`src/rtl/module_display_pkg.sv`:
```
// Shared types and constants for the BCD display driver.
// FSM states, digit count and active-low seven-segment patterns.
package module_display_pkg;

  typedef enum logic [1:0] {
    IDLE,
    SHIFT,
    DONE
  } conv_state_t;

  localparam int DIGITS = 3;

  // seg[6:0] = g,f,e,d,c,b,a, active-low
  localparam logic [6:0] SEG_0 = 7'b1000000;
  localparam logic [6:0] SEG_1 = 7'b1111001;
  localparam logic [6:0] SEG_2 = 7'b0100100;
  localparam logic [6:0] SEG_3 = 7'b0110000;
  localparam logic [6:0] SEG_4 = 7'b0011001;
  localparam logic [6:0] SEG_5 = 7'b0010010;
  localparam logic [6:0] SEG_6 = 7'b0000010;
  localparam logic [6:0] SEG_7 = 7'b1111000;
  localparam logic [6:0] SEG_8 = 7'b0000000;
  localparam logic [6:0] SEG_9 = 7'b0010000;
  localparam logic [6:0] SEG_BLANK = 7'h7F;

  function automatic logic [6:0] seg_encode(
    input logic [3:0] nib
  );
    logic [6:0] s;
    case (nib)
      4'd0:    s = SEG_0;
      4'd1:    s = SEG_1;
      4'd2:    s = SEG_2;
      4'd3:    s = SEG_3;
      4'd4:    s = SEG_4;
      4'd5:    s = SEG_5;
      4'd6:    s = SEG_6;
      4'd7:    s = SEG_7;
      4'd8:    s = SEG_8;
      4'd9:    s = SEG_9;
      default: s = SEG_BLANK;
    endcase
    return s;
  endfunction

  function automatic logic [3:0] add3(
    input logic [3:0] n
  );
    return (n >= 4'd5) ? n + 4'd3 : n;
  endfunction

endpackage

```
`src/rtl/module_bin_to_bcd_8bit.sv`:
```
// Sequential double-dabble converter: 8-bit binary to 3-digit BCD.
// One correct-then-shift step per cycle; result published in DONE.
module module_bin_to_bcd_8bit
  import module_display_pkg::*;
(
  input  logic        clk,
  input  logic        rst_n,
  input  logic        start,
  input  logic [7:0]  value,
  output logic        busy,
  output logic        done,
  output logic [11:0] bcd
);

  conv_state_t state, state_nxt;
  logic [19:0] sr;
  logic [19:0] sr_adj;
  logic [2:0]  cnt;

  assign busy = (state != IDLE);

  always_comb begin
    sr_adj = {add3(sr[19:16]),
              add3(sr[15:12]),
              add3(sr[11:8]),
              sr[7:0]};
  end

  always_comb begin
    state_nxt = state;
    unique case (state)
      IDLE:  if (start) state_nxt = SHIFT;
      SHIFT: if (cnt == 3'd7) state_nxt = DONE;
      DONE:  state_nxt = IDLE;
      default: state_nxt = IDLE;
    endcase
  end

  always_ff @(posedge clk or negedge rst_n) begin
    if (!rst_n) state <= IDLE;
    else        state <= state_nxt;
  end

  // done is a registered strobe, high in the cycle after DONE
  always_ff @(posedge clk or negedge rst_n) begin
    if (!rst_n) begin
      sr   <= '0;
      cnt  <= '0;
      bcd  <= '0;
      done <= 1'b0;
    end else begin
      done <= 1'b0;
      unique case (state)
        IDLE: begin
          if (start) begin
            sr  <= {12'h000, value};
            cnt <= '0;
          end
        end
        SHIFT: begin
          sr  <= {sr_adj[18:0], 1'b0};
          cnt <= cnt + 3'd1;
        end
        DONE: begin
          bcd  <= sr[19:8];
          done <= 1'b1;
        end
        default: ;
      endcase
    end
  end

endmodule

```
`src/rtl/module_bcd_display_driver.sv`:
```
// 3-digit multiplexed seven-segment driver for an 8-bit count.
// Optional leading-zero blanking: define LEADING_ZERO_BLANK_EN.
module module_bcd_display_driver
  import module_display_pkg::*;
#(
  parameter int SCAN_PERIOD = 50000
) (
  input  logic        clk_in,
  input  logic        rst_n,
  input  logic [7:0]  value,
  output logic [6:0]  seg,
  output logic [2:0]  an,
  output logic [11:0] bcd,
  output logic        busy
);

  localparam int PW = $clog2(SCAN_PERIOD);

  logic [PW-1:0] presc;
  logic [1:0]    digit, digit_nxt;
  logic [7:0]    captured;
  logic          start;
  logic          tc;
  logic          conv_done;
  logic [11:0]   conv_bcd;
  logic [11:0]   bcd_nxt;
  logic [3:0]    nib;
  logic          blank;
  logic          blank_h, blank_t;
  logic [2:0]    an_nxt;
  logic [6:0]    seg_nxt;

  assign start = !busy && (value != captured);
  assign tc    = (presc == PW'(SCAN_PERIOD - 1));

  module_bin_to_bcd_8bit u_conv (
    .clk   (clk_in),
    .rst_n (rst_n),
    .start (start),
    .value (value),
    .busy  (busy),
    .done  (conv_done),
    .bcd   (conv_bcd)
  );

  always_comb begin
    digit_nxt = digit;
    if (tc) begin
      if (digit == 2'(DIGITS - 1)) digit_nxt = 2'd0;
      else                         digit_nxt = digit + 2'd1;
    end
  end

  // seg is built from next-state bcd/digit so it moves with an
  always_comb begin
    bcd_nxt = conv_done ? conv_bcd : bcd;
`ifdef LEADING_ZERO_BLANK_EN
    blank_h = (bcd_nxt[11:8] == 4'd0);
    blank_t = blank_h && (bcd_nxt[7:4] == 4'd0);
`else
    blank_h = 1'b0;
    blank_t = 1'b0;
`endif
    nib    = bcd_nxt[3:0];
    blank  = 1'b0;
    an_nxt = 3'b110;
    unique case (1'b1)
      (digit_nxt == 2'd1): begin
        nib    = bcd_nxt[7:4];
        blank  = blank_t;
        an_nxt = 3'b101;
      end
      (digit_nxt == 2'd2): begin
        nib    = bcd_nxt[11:8];
        blank  = blank_h;
        an_nxt = 3'b011;
      end
      default: ;
    endcase
    seg_nxt = blank ? SEG_BLANK : seg_encode(nib);
  end

  always_ff @(posedge clk_in or negedge rst_n) begin
    if (!rst_n) begin
      captured <= '0;
      bcd      <= '0;
      presc    <= '0;
      digit    <= '0;
      an       <= 3'b110;
      seg      <= SEG_0;
    end else begin
      if (start) captured <= value;
      bcd   <= bcd_nxt;
      presc <= tc ? '0 : presc + 1'b1;
      digit <= digit_nxt;
      an    <= an_nxt;
      seg   <= seg_nxt;
    end
  end

endmodule

```
`config.mk`:
```
export PLATFORM = sky130hd
export DESIGN_NAME = module_bcd_display_driver
export DESIGN_NICKNAME = d
export VERILOG_FILES = /design/src/rtl/module_display_pkg.sv /design/src/rtl/module_bin_to_bcd_8bit.sv /design/src/rtl/module_bcd_display_driver.sv
export SDC_FILE = /design/constraint.sdc
export NUM_CORES = 1
export LEC_CHECK = 0
export ABC_AREA = 1
export CELL_PAD_IN_SITES_DETAIL_PLACEMENT = 0
export CELL_PAD_IN_SITES_GLOBAL_PLACEMENT = 1
export CORE_MARGIN = 8
export CORE_UTILIZATION = 40
export CTS_CLUSTER_DIAMETER = 120
export CTS_CLUSTER_SIZE = 12
export DETAILED_ROUTE_END_ITERATION = 10
export PLACE_DENSITY = 0.8
export SETUP_SLACK_MARGIN = 0.05
export SYNTH_ARGS = -nofsm -noshare
export SYNTH_HDL_FRONTEND = slang
export SYNTH_SLANG_ARGS = --single-unit
export TNS_END_PERCENT = 10
```
`constraint.sdc`:
```
create_clock -name clk_in -period 2.6 [get_ports clk_in]
set_input_delay 0.39 -clock clk_in [delete_from_list [all_inputs] [get_ports clk_in]]
set_output_delay 0.39 -clock clk_in [all_outputs]
set_load 0.05 [all_outputs]
```
==> results <==
- The run finished with clean final reports.
- The mapped netlist covers 4300 um^2.
- The largest buffer count on any clock path is 2.
- The width of the die is 120 um.
- After routing the design area is 5130 um^2.
- The TritonCTS clock tree is yes.
- The H-tree depth is 3.
- By instance count, the leading cell after synthesis is sky130_fd_sc_hd__nand2_1.
- The DRC violation count after routing is 0.
- After synthesis, the netlist uses 36 different library cells.
- The post-route worst hold slack is 40.4 ps.
- The worst pin sits at a relative slew slack of 45.7%.
- The data arrival time of the worst path is 2670 ps.
- The synthesized flop and latch total is 86.
- In this run the mean area of a mapped cell was 8.46 um^2.
- The total net switching power is 0.00238 W.
- The sequential-to-total area share from yosys stat is 50.1%.
- The synthesis warning total is 0.
- The per-cell via count in the routed design is 4.72.
- The cell sitting at the root of the clock tree is a sky130_fd_sc_hd__clkbuf_8.
- The count of buffers added on input and output ports is 32.
- For this run, the share of the core covered by cells in the final layout is 48.1%.
- The number of search-and-repair iterations in the first detailed-routing pass is 4.
- The buffer and inverter count on the worst path is 4.
- The count of maximum capacitance violations is 0.
- The height of the die is 120 um.
- The worst endpoint required time is 2860 ps.
- The endpoint kind of the worst setup timing path is a register.
- The commonest cells after synthesis are sky130_fd_sc_hd__nand2_1, sky130_fd_sc_hd__dfrtp_1, sky130_fd_sc_hd__inv_1, sky130_fd_sc_hd__nand3_1, sky130_fd_sc_hd__o21ai_0.
- The die covers 14300 um^2.
- The peak clock frequency supported by timing is 0.415 GHz.
- The main flop type after synthesis is sky130_fd_sc_hd__dfrtp_1.
- The biggest area contributor in the post-synthesis netlist is sky130_fd_sc_hd__dfrtp_1.
- The ratio of total power to cell area is 1060 nW/um^2.
- In this run the core area contains 38 standard-cell rows.
- The number of nets in the synthesized netlist is 535.
- The wire length of the first global-routing pass is 14.8 mm.
- Setup repair after global routing left no endpoint under its margin.
- In the finished design, the share of the clock period the worst path needs comes to 92.8%.
- The number of global-route vias before repair is 3294.
- In this run the remaining antenna-violating nets after routing total 0.
- The final route contains 3316 vias.
- In the final routed layout, each cell accounts on average for 12.0 um.
- The largest single stage delay on the critical path is 380 ps.
- The most common cell type on the critical path is sky130_fd_sc_hd__nand2_1.
- The setup violation total in the final timing report is 0.
- For this design the top-level I/O count stands at 33.
- For the finished layout, the period the worst path requires is 2410 ps.
- The number of flops mapped to enable cells by yosys is 0.
- The area of placed instances is 4810 um^2.
- After clock tree synthesis, the clock-pin slew on the worst setup and hold paths is 90 ps.
- Global routing used 12.5% of the available tracks across all layers.
- The total congestion overflow after global routing is 0.
- The total power consumption of the routed design is 0.00546 W.
- The leakage power is 2.51 nW.
- The slowest library cell on the worst path is sky130_fd_sc_hd__dfrtp_1.
- The share of async-settable or async-resettable flops after synthesis is 100%.
- The clock latency on the worst-skew pair is 360 ps.
- The detailed placer's ending HPWL is 6.12 mm.
- The worst hold path belongs to the class input pin to async pin.
- The iteration-0 DRC count of the detailed router is 148.
- The top cell type's share of synthesized area is 48.3%.
- The signal on the critical path passes through ha_2, nand2_1, inv_2, nand2_4, nor2_4, nand2_4, o21ai_4, inv_2, ha_4, nand3_1, nand2_1, nand2_1, nand2_2, buf_4, ha_1, inv_1, nand3_1, nand3_1, nand2_1.
- The largest voltage drop on the vdd net is 0.000614 V.
- The number of max-slew violations in the final report was 0.
- The number of antenna violations at the first check in global routing was 0.
- The clock network is responsible for 16.1% of the overall power.
- The number of instances in the synthesized netlist is 509.
- In the post-synthesis netlist, the biggest area contributors are sky130_fd_sc_hd__dfrtp_1, sky130_fd_sc_hd__nand2_1, sky130_fd_sc_hd__nand3_1, sky130_fd_sc_hd__inv_1, sky130_fd_sc_hd__o21ai_0.
- The total routed wirelength is 8.45 mm.
- The final-stage net count is 583.
- Of the total power, registers draw 38.8%.
- The final clock skew is 7.53 ps.
- The layout overhead on the synthesized area is 19.1%.
- The area of the placeable core is 10700 um^2.
- The effective utilization at floorplan is 40.4%.
- The highest net fanout along the worst path is 5.
- TritonCTS created 9 clock buffers.
- The kind of cell with the highest combined delay along the critical path is simple AND/OR/NAND/NOR gates.
- The worst-margin pin slew is 814 ps.
- The net switching share of the total power is 43.6%.
- The repair_antennas step left the layout with diodes totalling 0.
- The final hold violation count is 0.
- The post-route netlist has 13.9% of its cells at a drive strength greater than 1.
- Clock tree synthesis found a total of 86 sinks.
- The pin count of the biggest net entering global routing is 49.
- Internal power comes to 0.00308 W.
- Combinational logic is responsible for 45.1% of the overall power.
- STA classifies the critical path startpoint as a register.
- The critical setup path kind is register to register.
- The placer congestion estimate is 0.850.
## cells in the final DEF (no fill, tap or decap), types with 7 or more instances in the layout
cell type / n
sky130_fd_sc_hd__o21a_1: 8
sky130_fd_sc_hd__nand2_2: 8
sky130_fd_sc_hd__xnor2_1: 8
sky130_fd_sc_hd__clkdlybuf4s50_1: 31
sky130_fd_sc_hd__clkbuf_8: 10
sky130_fd_sc_hd__nand2_1: 129
sky130_fd_sc_hd__buf_4: 18
sky130_fd_sc_hd__nand3_1: 51
sky130_fd_sc_hd__ha_1: 13
sky130_fd_sc_hd__inv_2: 9
sky130_fd_sc_hd__o21ai_0: 42
sky130_fd_sc_hd__xor2_1: 7
sky130_fd_sc_hd__a21oi_1: 12
sky130_fd_sc_hd__nor2_1: 29
sky130_fd_sc_hd__inv_1: 55
sky130_fd_sc_hd__dfrtp_1: 82
## logic make-up (layout without fill, tap and decap cells)
| logic type | after synthesis | after routing | synth area share, % |
|---|---|---|---|
| flip-flops | 86 | 86 | 50.1 |
| XOR/XNOR | 15 | 15 | 3.05 |
| buffers and inverters | 78 | 131 | 7.47 |
| adder cells (fa/ha/maj) | 16 | 16 | 4.65 |
| AO/OA/AOI/OAI | 71 | 71 | 9.59 |
| AND/OR/NAND/NOR | 243 | 243 | 25.1 |
## cell type report
cell class              instances  area (um^2)
fillers                      1055         5520
flip-flops and latches         86         2160
multi-input cells             345         1900
repair buffers                 50          465
inverters                      65          246
well taps                     140          175
clock buffers                  10          138
clock inverters                 6         46.3
## state kept, by name, summed over array words and instances, names as in the netlist
name / flops
u_conv.state: 2
presc: 16
an: 3
u_conv.sr: 20
u_conv.bcd: 12
bcd: 12
u_conv.done: 1
captured: 8
digit: 2
seg: 7
u_conv.cnt: 3
## power by group through the flow
stage | combinational, W | clock, W | sequential [W]
final | 0.00246 | 0.000880 | 0.00212
after global routing | 0.00279 | 0.000962 | 0.00218
after CTS | 0.00249 | 0.000911 | 0.00212
after detailed placement | 0.00248 | 0 | 0.00215
after global placement | 0.00243 | 0 | 0.00213
after floorplan | 0.00139 | 0 | 0.00254
## stage by stage
step                setup TNS (ps)  std cells  setup WS [ps]
floorplan                        0        509           61.0
global placement                 0        678           95.8
detailed placement           -41.9        678          -41.9
CTS                              0        695           68.6
global route                     0        702           16.7
finish                           0        702            188
## path summary, 6_finish.rpt
path / start / endpoint / slack [ps] / cells past startpoint
max: presc[0] / seg[5] / 190 / 19
min in group clk_in: presc[0] / presc[0] / 460 / 1
min: rst_n / presc[13] / 40 / 1
max in group asynchronous: rst_n / an[2] / 1870 / 2
min reg2reg: presc[0] / presc[0] / 460 / 1
max reg2reg: presc[0] / seg[5] / 190 / 19
## layer usage
metal,global-route usage [%],part of all wire [%],vias up
met5,0,0,-
met3,2.82,3.5,11
met2,20.9,47,42
li1,-,-,1719
met4,5.15,1.6,0
met1,15.4,48,1544
## timing repair
item	in CTS	in global routing
endpoints found under the setup margin	5	7
hold buffers	0	0
buffers inserted	1	7
gates resized for setup	5	17
endpoints found under the hold margin	0	0
cloned	0	0
pin swaps	0	8
## worst register-to-register path, cell delays in order, from the launching register on
cell                      delay, ps
sky130_fd_sc_hd__dfrtp_1        380
sky130_fd_sc_hd__ha_2           190
sky130_fd_sc_hd__nand2_1         70
sky130_fd_sc_hd__inv_2           80
sky130_fd_sc_hd__nand2_4         60
sky130_fd_sc_hd__nor2_4         100
sky130_fd_sc_hd__nand2_4        100
sky130_fd_sc_hd__o21ai_4        210
sky130_fd_sc_hd__inv_2           80
sky130_fd_sc_hd__ha_4           180
sky130_fd_sc_hd__nand3_1        100
sky130_fd_sc_hd__nand2_1         60
sky130_fd_sc_hd__nand2_1         70
sky130_fd_sc_hd__nand2_2         60
sky130_fd_sc_hd__buf_4          140
sky130_fd_sc_hd__ha_1           180
sky130_fd_sc_hd__inv_1           50
sky130_fd_sc_hd__nand3_1         80
sky130_fd_sc_hd__nand3_1         80
sky130_fd_sc_hd__nand2_1         50
Power figures use the tool's default switching activity.
